<file path="config.mk">
export PLATFORM = sky130hd
export DESIGN_NAME = ascon_dma
export DESIGN_NICKNAME = d
export VERILOG_FILES = /design/src/rtl/ascon_pack.sv /design/src/rtl/ascon_dma.sv
export SDC_FILE = /design/constraint.sdc
export NUM_CORES = 1
export LEC_CHECK = 0
export ABC_AREA = 1
export ABC_CLOCK_PERIOD_IN_PS = 12960
export CAP_MARGIN = 20
export CORE_AREA = 3 3 249 251
export DETAILED_ROUTE_END_ITERATION = 7
export DIE_AREA = 0 0 252 254
export GPL_TIMING_DRIVEN = 0
export PLACE_DENSITY_LB_ADDON = 0.2
export SYNTH_ARGS = -nofsm -noshare
export SYNTH_HDL_FRONTEND = slang
export SYNTH_SLANG_ARGS = --single-unit
</file>
<file path="constraint.sdc">
create_clock -name clk_i -period 12.96 [get_ports clk_i]
set_clock_uncertainty 0.15 [all_clocks]
set_input_delay 3.888 -clock clk_i [delete_from_list [all_inputs] [get_ports clk_i]]
set_output_delay 3.888 -clock clk_i [all_outputs]
set_load 0.005 [all_outputs]
</file>
<file path="src/rtl/ascon_pack.sv">
// Shared types for the Ascon wrapper and its host-side DMA sequencer.
package ascon_pack;

  typedef logic [63:0]  u64_t;
  typedef logic [127:0] u128_t;

  typedef enum logic [1:0] {
    IDLE  = 2'd0,
    START = 2'd1,
    RUN   = 2'd2,
    DONE  = 2'd3
  } dma_state_e;

endpackage

</file>
<file path="src/rtl/ascon_dma.sv">
// Host-side job sequencer for the Ascon AEAD wrapper: starts the core, feeds
// AD then PT words from SRAM into the wrapper FIFOs, drains CT back to SRAM
// and captures the tag.
module ascon_dma
  import ascon_pack::*;
#(
  parameter int DataAddrWidth = 7,
  parameter int MemAddrWidth  = 8
) (
  input  logic                     clk_i,
  input  logic                     rst_i,
  input  logic                     go_i,
  input  logic [MemAddrWidth-1:0]  ad_base_i,
  input  logic [MemAddrWidth-1:0]  pt_base_i,
  input  logic [MemAddrWidth-1:0]  ct_base_i,
  input  logic [DataAddrWidth-1:0] ad_words_i,
  input  logic [DataAddrWidth-1:0] pt_words_i,
  output logic                     busy_o,
  output logic                     done_o,
  output u128_t                    tag_o,
  output logic                     mem_rd_en_o,
  output logic [MemAddrWidth-1:0]  mem_raddr_o,
  input  u64_t                     mem_rdata_i,
  output logic                     mem_wr_en_o,
  output logic [MemAddrWidth-1:0]  mem_waddr_o,
  output u64_t                     mem_wdata_o,
  output logic                     start_o,
  input  logic                     ready_i,
  input  logic                     tag_valid_i,
  input  u128_t                    tag_i,
  output logic                     ad_push_o,
  output u64_t                     ad_o,
  input  logic                     ad_full_i,
  output logic                     pt_push_o,
  output u64_t                     pt_o,
  input  logic                     pt_full_i,
  output logic                     ct_pop_o,
  input  u64_t                     ct_i,
  input  logic                     ct_empty_i
);

  // Word address = base + index, wrapping modulo the SRAM size.
  function automatic logic [MemAddrWidth-1:0] f_addr(input logic [MemAddrWidth-1:0]  base,
                                                     input logic [DataAddrWidth-1:0] idx);
    return base + MemAddrWidth'(idx);
  endfunction

  dma_state_e                r_state, w_state_nxt;
  logic [MemAddrWidth-1:0]   r_ad_base, r_pt_base, r_ct_base;
  logic [DataAddrWidth-1:0]  r_ad_words, r_pt_words;
  logic [DataAddrWidth-1:0]  r_ad_cnt, r_pt_cnt, r_ct_cnt;
  logic                      r_rd_pend, r_rd_pt, r_tag_seen;
  logic                      r_wr_en;
  logic [MemAddrWidth-1:0]   r_waddr;
  u64_t                      r_wdata;
  u128_t                     r_tag;

  logic                      w_go, w_run, w_ad_left, w_pt_left, w_sel_pt;
  logic                      w_tgt_full, w_issue, w_pop, w_exit;
  logic [MemAddrWidth-1:0]   w_raddr;

  assign w_go       = (r_state == IDLE) & go_i;
  assign w_run      = (r_state == RUN);
  assign w_ad_left  = (r_ad_cnt != r_ad_words);
  assign w_pt_left  = (r_pt_cnt != r_pt_words);
  // AD is exhausted before any PT word is fetched, so AD->PT needs no bubble.
  assign w_sel_pt   = ~w_ad_left;
  assign w_tgt_full = w_sel_pt ? pt_full_i : ad_full_i;
  assign w_issue    = w_run & ~r_rd_pend & (w_ad_left | w_pt_left) & ~w_tgt_full;
  assign w_raddr    = w_sel_pt ? f_addr(r_pt_base, r_pt_cnt) : f_addr(r_ad_base, r_ad_cnt);
  assign w_pop      = w_run & ~ct_empty_i & (r_ct_cnt < r_pt_words);
  // Feeder idle with nothing in flight, all CT popped and tag captured.
  assign w_exit     = ~w_ad_left & ~w_pt_left & ~r_rd_pend &
                      (r_ct_cnt == r_pt_words) & r_tag_seen;

  assign mem_rd_en_o = w_issue;
  assign mem_raddr_o = w_issue ? w_raddr : '0;
  assign ad_push_o   = r_rd_pend & ~r_rd_pt;
  assign pt_push_o   = r_rd_pend & r_rd_pt;
  assign ad_o        = ad_push_o ? mem_rdata_i : '0;
  assign pt_o        = pt_push_o ? mem_rdata_i : '0;
  assign ct_pop_o    = w_pop;
  assign mem_wr_en_o = r_wr_en;
  assign mem_waddr_o = r_waddr;
  assign mem_wdata_o = r_wdata;
  assign tag_o       = r_tag;

  // Job parameters captured when a job is accepted; they only matter while busy.
  always_ff @(posedge clk_i) begin
    if (w_go) begin
      r_ad_base  <= ad_base_i;
      r_pt_base  <= pt_base_i;
      r_ct_base  <= ct_base_i;
      r_ad_words <= ad_words_i;
      r_pt_words <= pt_words_i;
    end
  end

  // Job state register.
  always_ff @(posedge clk_i or posedge rst_i) begin
    if (rst_i) r_state <= IDLE;
    else       r_state <= w_state_nxt;
  end

  // Next-state and per-state control outputs.
  always_comb begin
    w_state_nxt = r_state;
    start_o     = 1'b0;
    done_o      = 1'b0;
    busy_o      = (r_state != IDLE);
    case (r_state)
      IDLE:  if (go_i) w_state_nxt = START;
      START: if (ready_i) begin
               start_o     = 1'b1;
               w_state_nxt = RUN;
             end
      RUN:   if (w_exit) w_state_nxt = DONE;
      DONE:  begin
               done_o      = 1'b1;
               w_state_nxt = IDLE;
             end
      default: w_state_nxt = IDLE;
    endcase
  end

  // Feeder: single outstanding SRAM read, pushed to its FIFO the cycle it returns.
  always_ff @(posedge clk_i or posedge rst_i) begin
    if (rst_i) begin
      r_rd_pend <= 1'b0;
      r_rd_pt   <= 1'b0;
      r_ad_cnt  <= '0;
      r_pt_cnt  <= '0;
    end else if (w_go) begin
      r_rd_pend <= 1'b0;
      r_ad_cnt  <= '0;
      r_pt_cnt  <= '0;
    end else begin
      r_rd_pend <= w_issue;
      if (w_issue) begin
        r_rd_pt <= w_sel_pt;
        if (w_sel_pt) r_pt_cnt <= r_pt_cnt + 1'b1;
        else          r_ad_cnt <= r_ad_cnt + 1'b1;
      end
    end
  end

  // Drainer: each popped CT word becomes an SRAM write on the following cycle.
  always_ff @(posedge clk_i or posedge rst_i) begin
    if (rst_i) begin
      r_ct_cnt <= '0;
      r_wr_en  <= 1'b0;
      r_waddr  <= '0;
      r_wdata  <= '0;
    end else if (w_go) begin
      r_ct_cnt <= '0;
      r_wr_en  <= 1'b0;
    end else begin
      r_wr_en <= w_pop;
      if (w_pop) begin
        r_waddr  <= f_addr(r_ct_base, r_ct_cnt);
        r_wdata  <= ct_i;
        r_ct_cnt <= r_ct_cnt + 1'b1;
      end
    end
  end

  // Tag capture while the core is active; held until the next job's capture.
  always_ff @(posedge clk_i or posedge rst_i) begin
    if (rst_i) begin
      r_tag      <= '0;
      r_tag_seen <= 1'b0;
    end else if (w_go) begin
      r_tag_seen <= 1'b0;
    end else if (tag_valid_i && (r_state == START || r_state == RUN)) begin
      r_tag      <= tag_i;
      r_tag_seen <= 1'b1;
    end
  end

endmodule

</file>
==> results <==
- The via count of the first global-routing pass is 11900.
- The endpoint of the lowest-slack register-to-register path is tag_o[44].
- For the pin with the worst max-slew slack, the measured transition is 735 ps.
- The average detailed-routed wire length per instance is 19.4 um.
- In this run the number of H-tree levels came out at 2.
- In this run the worst hold path is classified as reg -> reg.
- The completed layout was analyzed and its total power is 4.13 mW.
- Registers are responsible for 33.8% of the overall power.
- In the routed design, unresolved DRC markers number 0.
- Internal power comes to 2.80 mW.
- The net switching power figure is 1.34 mW.
- The worst setup path is launched from an input port.
- The gate count of the mapped netlist is 1256.
- The die height is 254 um.
- The total core area is 60100 um^2.
- Data arrives at the worst endpoint at 5540 ps.
- The worst hold path begins at mem_wdata_o[23].
- The number of failing setup endpoints in the final timing report is 0.
- The number of cells traversed by the worst hold path is 2.
- The mean cell area of the mapped netlist is 9.82 um^2.
- The hold violation total from the final report is 0.
- The endpoint of the worst hold-timing path is mem_wdata_o[23].
- The number of antenna violations at the first check in global routing is 9.
- In the post-synthesis netlist, the biggest area contributors are dfrtp_1 46%, mux2_2 12%, nand2_1 10%.
- The HPWL after detailed placement is 43.3 mm.
- The die footprint is 64000 um^2.
- The TritonCTS clock tree is yes.
- During placement, the flow inserted port buffers numbering 645.
- The post-route netlist has 11.8% of its cells at a drive strength greater than 1.
- The reported leakage power is 9.45 nW.
- The row count is 90.
- The library cell with the largest summed area after synthesis is dfrtp_1.
- The deepest clock path buffer count is 3.
- The count of placed standard cells including taps is 2686.
- The final layout contains 2282 nets.
- The congestion estimate from routability-driven global placement came to 0.809.
- The clock latency on the worst-skew pair is 530 ps.
- In this run, CTS created clock tree buffers numbering 35.
- Along the worst path, the maximum fanout reaches 9.
- The number of different library cells in the post-synthesis netlist is 39.
- Clock tree synthesis selected as its root buffer the cell clkbuf_16.
- The post-CTS clock slew at the launch and capture registers of the worst setup and hold paths is 50 ps.
- The post-cts repair resize count is 0.
- The path type of the worst setup path is in -> out.
- The endpoint kind of the worst setup timing path is an output port.
- Counting cells, the worst reg-to-reg path comes to 6.
- Setup repair after global routing left no endpoint under its margin.
- The initial utilization of the core area, before any placement, comes to 20.5%.
- For this run, the number of Yosys warnings is 0.
- The total negative setup slack is 0 ps.
- For this block, the initial DRC count from the detailed router was 428.
- The worst register-to-register path begins at r_state[0].
- Entering global routing, the biggest net connects 106 pins.
- The pre-antenna-repair detailed-routing pass consisted of 5 iterations.
- Summing the sequential cell areas from Yosys gives 55.3% of the chip area.
- The post-synthesis instance area is 12300 um^2.
- The clock share of power is 22.6%.
- In the final layout, flip-flops and latches occupy 6820 um^2.
- The area growth from synthesis to layout is 69.8%.
- Detailed routing inserted a total of 11200 vias.
- VDD sags by at most 117 uV.
- The switching share of power is 32.3%.
- The run finished with clean final reports.
- The fill cell instance count of the final layout is 6079.
- Max-cap violations in this run came to 0.
- Per report_power, the combinational group accounts for 43.6% of the total.
- For this run the aggregate overflow at the end of global routing stands at 0.
- Headroom to the max-slew limit came out at 51.0%.
- The final critical-path required period is 9570 ps.
- The number of top-level design ports is 646.
- In this run the post-CTS setup repair buffer count came out at 0.
- The die outline width is 252 um.
- The first global-routing pass estimated 76.3 mm of wire.
- The total power density per cell area is 197 nW/um^2.
- Wires add up to 53.3 mm.
- The area of combinational cells with multiple inputs is 4800 um^2.
- After clock tree synthesis, the flow added hold-fix buffers numbering 0.
- Data on the critical path is required at its endpoint by 8920 ps.
- The worst register-to-register path has a setup slack of 10330 ps.
- The final critical path takes up 73.9% of the cycle.
- The net count after synthesis is 1597.
- The average via count per standard cell is 4.08.
- The filler-free cell count of the finished design is 2744.
- The highest clock rate is 104 MHz.
- The number of nets with antenna violations after detailed routing is 0.
- The global router's overall resource usage is 16.0%.
- The share of the synthesized area in the top cell type is 46.0%.
- In this run, synthesis produced a sequential element count of 265.
- The number of clock sinks seen by CTS is 265.
- The count of final max-slew check failures is 0.
[worst max-delay path, cell delays in order]
cell,delay [ps]
clkdlybuf4s50_1,470
nor2_1,220
nand3_4,160
inv_1,140
nand2_1,60
nand2_1,80
clkdlybuf4s50_1,510
[synthesized netlist by cell type]
| cell | instances |
|---|---|
| edfxtp_1 | 38 |
| or2_2 | 5 |
| a21oi_1 | 19 |
| a21boi_0 | 2 |
| buf_2 | 22 |
| nand2_4 | 1 |
| nand3_1 | 43 |
| nor2_4 | 2 |
| buf_4 | 1 |
| nand2_2 | 6 |
| nand4_1 | 14 |
| inv_1 | 127 |
| ha_1 | 36 |
| o21ai_0 | 12 |
| nor2_1 | 165 |
| o21bai_1 | 1 |
| nand3_4 | 2 |
| o22ai_1 | 1 |
| a31oi_1 | 1 |
| fa_1 | 3 |
| nand3b_1 | 3 |
| dfrtp_1 | 227 |
| a21o_1 | 4 |
| buf_1 | 6 |
| xor2_1 | 16 |
| mux2_2 | 128 |
| a21oi_2 | 1 |
| o211ai_1 | 1 |
| nor3_1 | 4 |
| o31ai_1 | 1 |
| buf_6 | 2 |
| nor2_2 | 1 |
| o21ai_1 | 1 |
| a21boi_2 | 1 |
| inv_2 | 4 |
| clkbuf_1 | 16 |
| xnor2_1 | 10 |
| nor2_8 | 1 |
| nand2_1 | 328 |
[logic make-up (layout without fill, tap and decap cells)]
family	Yosys count	count (layout)	share of synthesized area (%)
buf+inv	178	883	5.79
xor+xnor	26	26	1.85
simple gates	575	575	19.1
fa+ha+maj	39	39	4.14
other cells	0	1	0
flops	265	265	55.3
mux	128	128	11.7
compound gates	45	45	2.11
[final cells by class]
cell class | count | share of cell area (%)
antenna | 1 | 0.0119
buffer | 47 | 1.07
clock buffer | 47 | 4.63
clock inverter | 10 | 0.579
inverter | 131 | 2.38
multi-input combinational | 813 | 22.9
sequential | 265 | 32.6
tap | 782 | 4.67
timing repair buffer | 648 | 31.2
[how the worst max path moves through the flow]
stage | startpoint | to | slack (ps)
finish | ad_full_i | mem_raddr_o[1] | 3390
global route | ad_full_i | mem_raddr_o[1] | 3290
CTS | pt_full_i | mem_raddr_o[2] | 3380
detailed placement | ad_full_i | mem_raddr_o[0] | 3380
global placement | rst_i | mem_wdata_o[1] | -1000
floorplan | rst_i | mem_waddr_o[0] | 2700
[registers in the layout, summed over array words and instances, names as in the netlist]
signal / count
r_pt_words: 7
r_pt_base: 8
mem_wdata_o: 64
mem_waddr_o: 8
r_ct_base: 8
r_state: 2
r_ct_cnt: 7
tag_o: 128
r_ad_base: 8
r_rd_pt: 1
r_ad_cnt: 7
r_pt_cnt: 7
mem_wr_en_o: 1
r_tag_seen: 1
r_rd_pend: 1
r_ad_words: 7
[layer usage]
| layer | GRT usage, % | vias to the layer above | part of all wire (%) |
|---|---|---|---|
| met1 | 15.4 | 5269 | 34 |
| met4 | 4.93 | 4 | 2.9 |
| met3 | 6.23 | 78 | 9.2 |
| met5 | 0 | - | 0.064 |
| met2 | 31.2 | 487 | 54 |
| li1 | - | 5351 | - |
[layout by cell type (no fill, tap or decap), drive strengths merged]
master | Yosys | routed
bufinv | 0 | 1
a31oi | 1 | 1
o21bai | 1 | 1
mux2 | 128 | 128
edfxtp | 38 | 38
nand4 | 14 | 14
ha | 36 | 36
a21boi | 3 | 3
inv | 131 | 132
clkdlybuf4s50 | 0 | 645
buf | 31 | 34
dfrtp | 227 | 227
clkinvlp | 0 | 2
o21ai | 13 | 13
xnor2 | 10 | 10
nor2 | 169 | 169
o31ai | 1 | 1
fa | 3 | 3
o211ai | 1 | 1
o22ai | 1 | 1
a21o | 4 | 4
xor2 | 16 | 16
a21oi | 20 | 20
clkinv | 0 | 6
nand3b | 3 | 3
diode | 0 | 1
nor3 | 4 | 4
nand2 | 335 | 335
clkbuf | 16 | 63
or2 | 5 | 5
nand3 | 45 | 45
[power by group through the flow]
stage               Clock (mW)  Sequential, mW  Combinational (mW)
floorplan                    0            1.41               0.703
global placement             0            1.40                1.83
detailed placement           0            1.40                1.84
CTS                      0.972            1.40                1.85
global route              1.01            1.44                1.96
finish                   0.935            1.40                1.80
[stage by stage]
stage	hold WS, ps	utilization, %	area, um^2	setup WS (ps)
6_report	317	34.8	20900	3390
5_1_grt	343	34.8	20900	3290
4_1_cts	321	34.8	20900	3380
3_5_place_dp	307	33.0	19900	3380
3_3_place_gp	305	32.9	19800	-1000
2_1_floorplan	301	-	12300	2700
(Power assumes the default switching activity.)
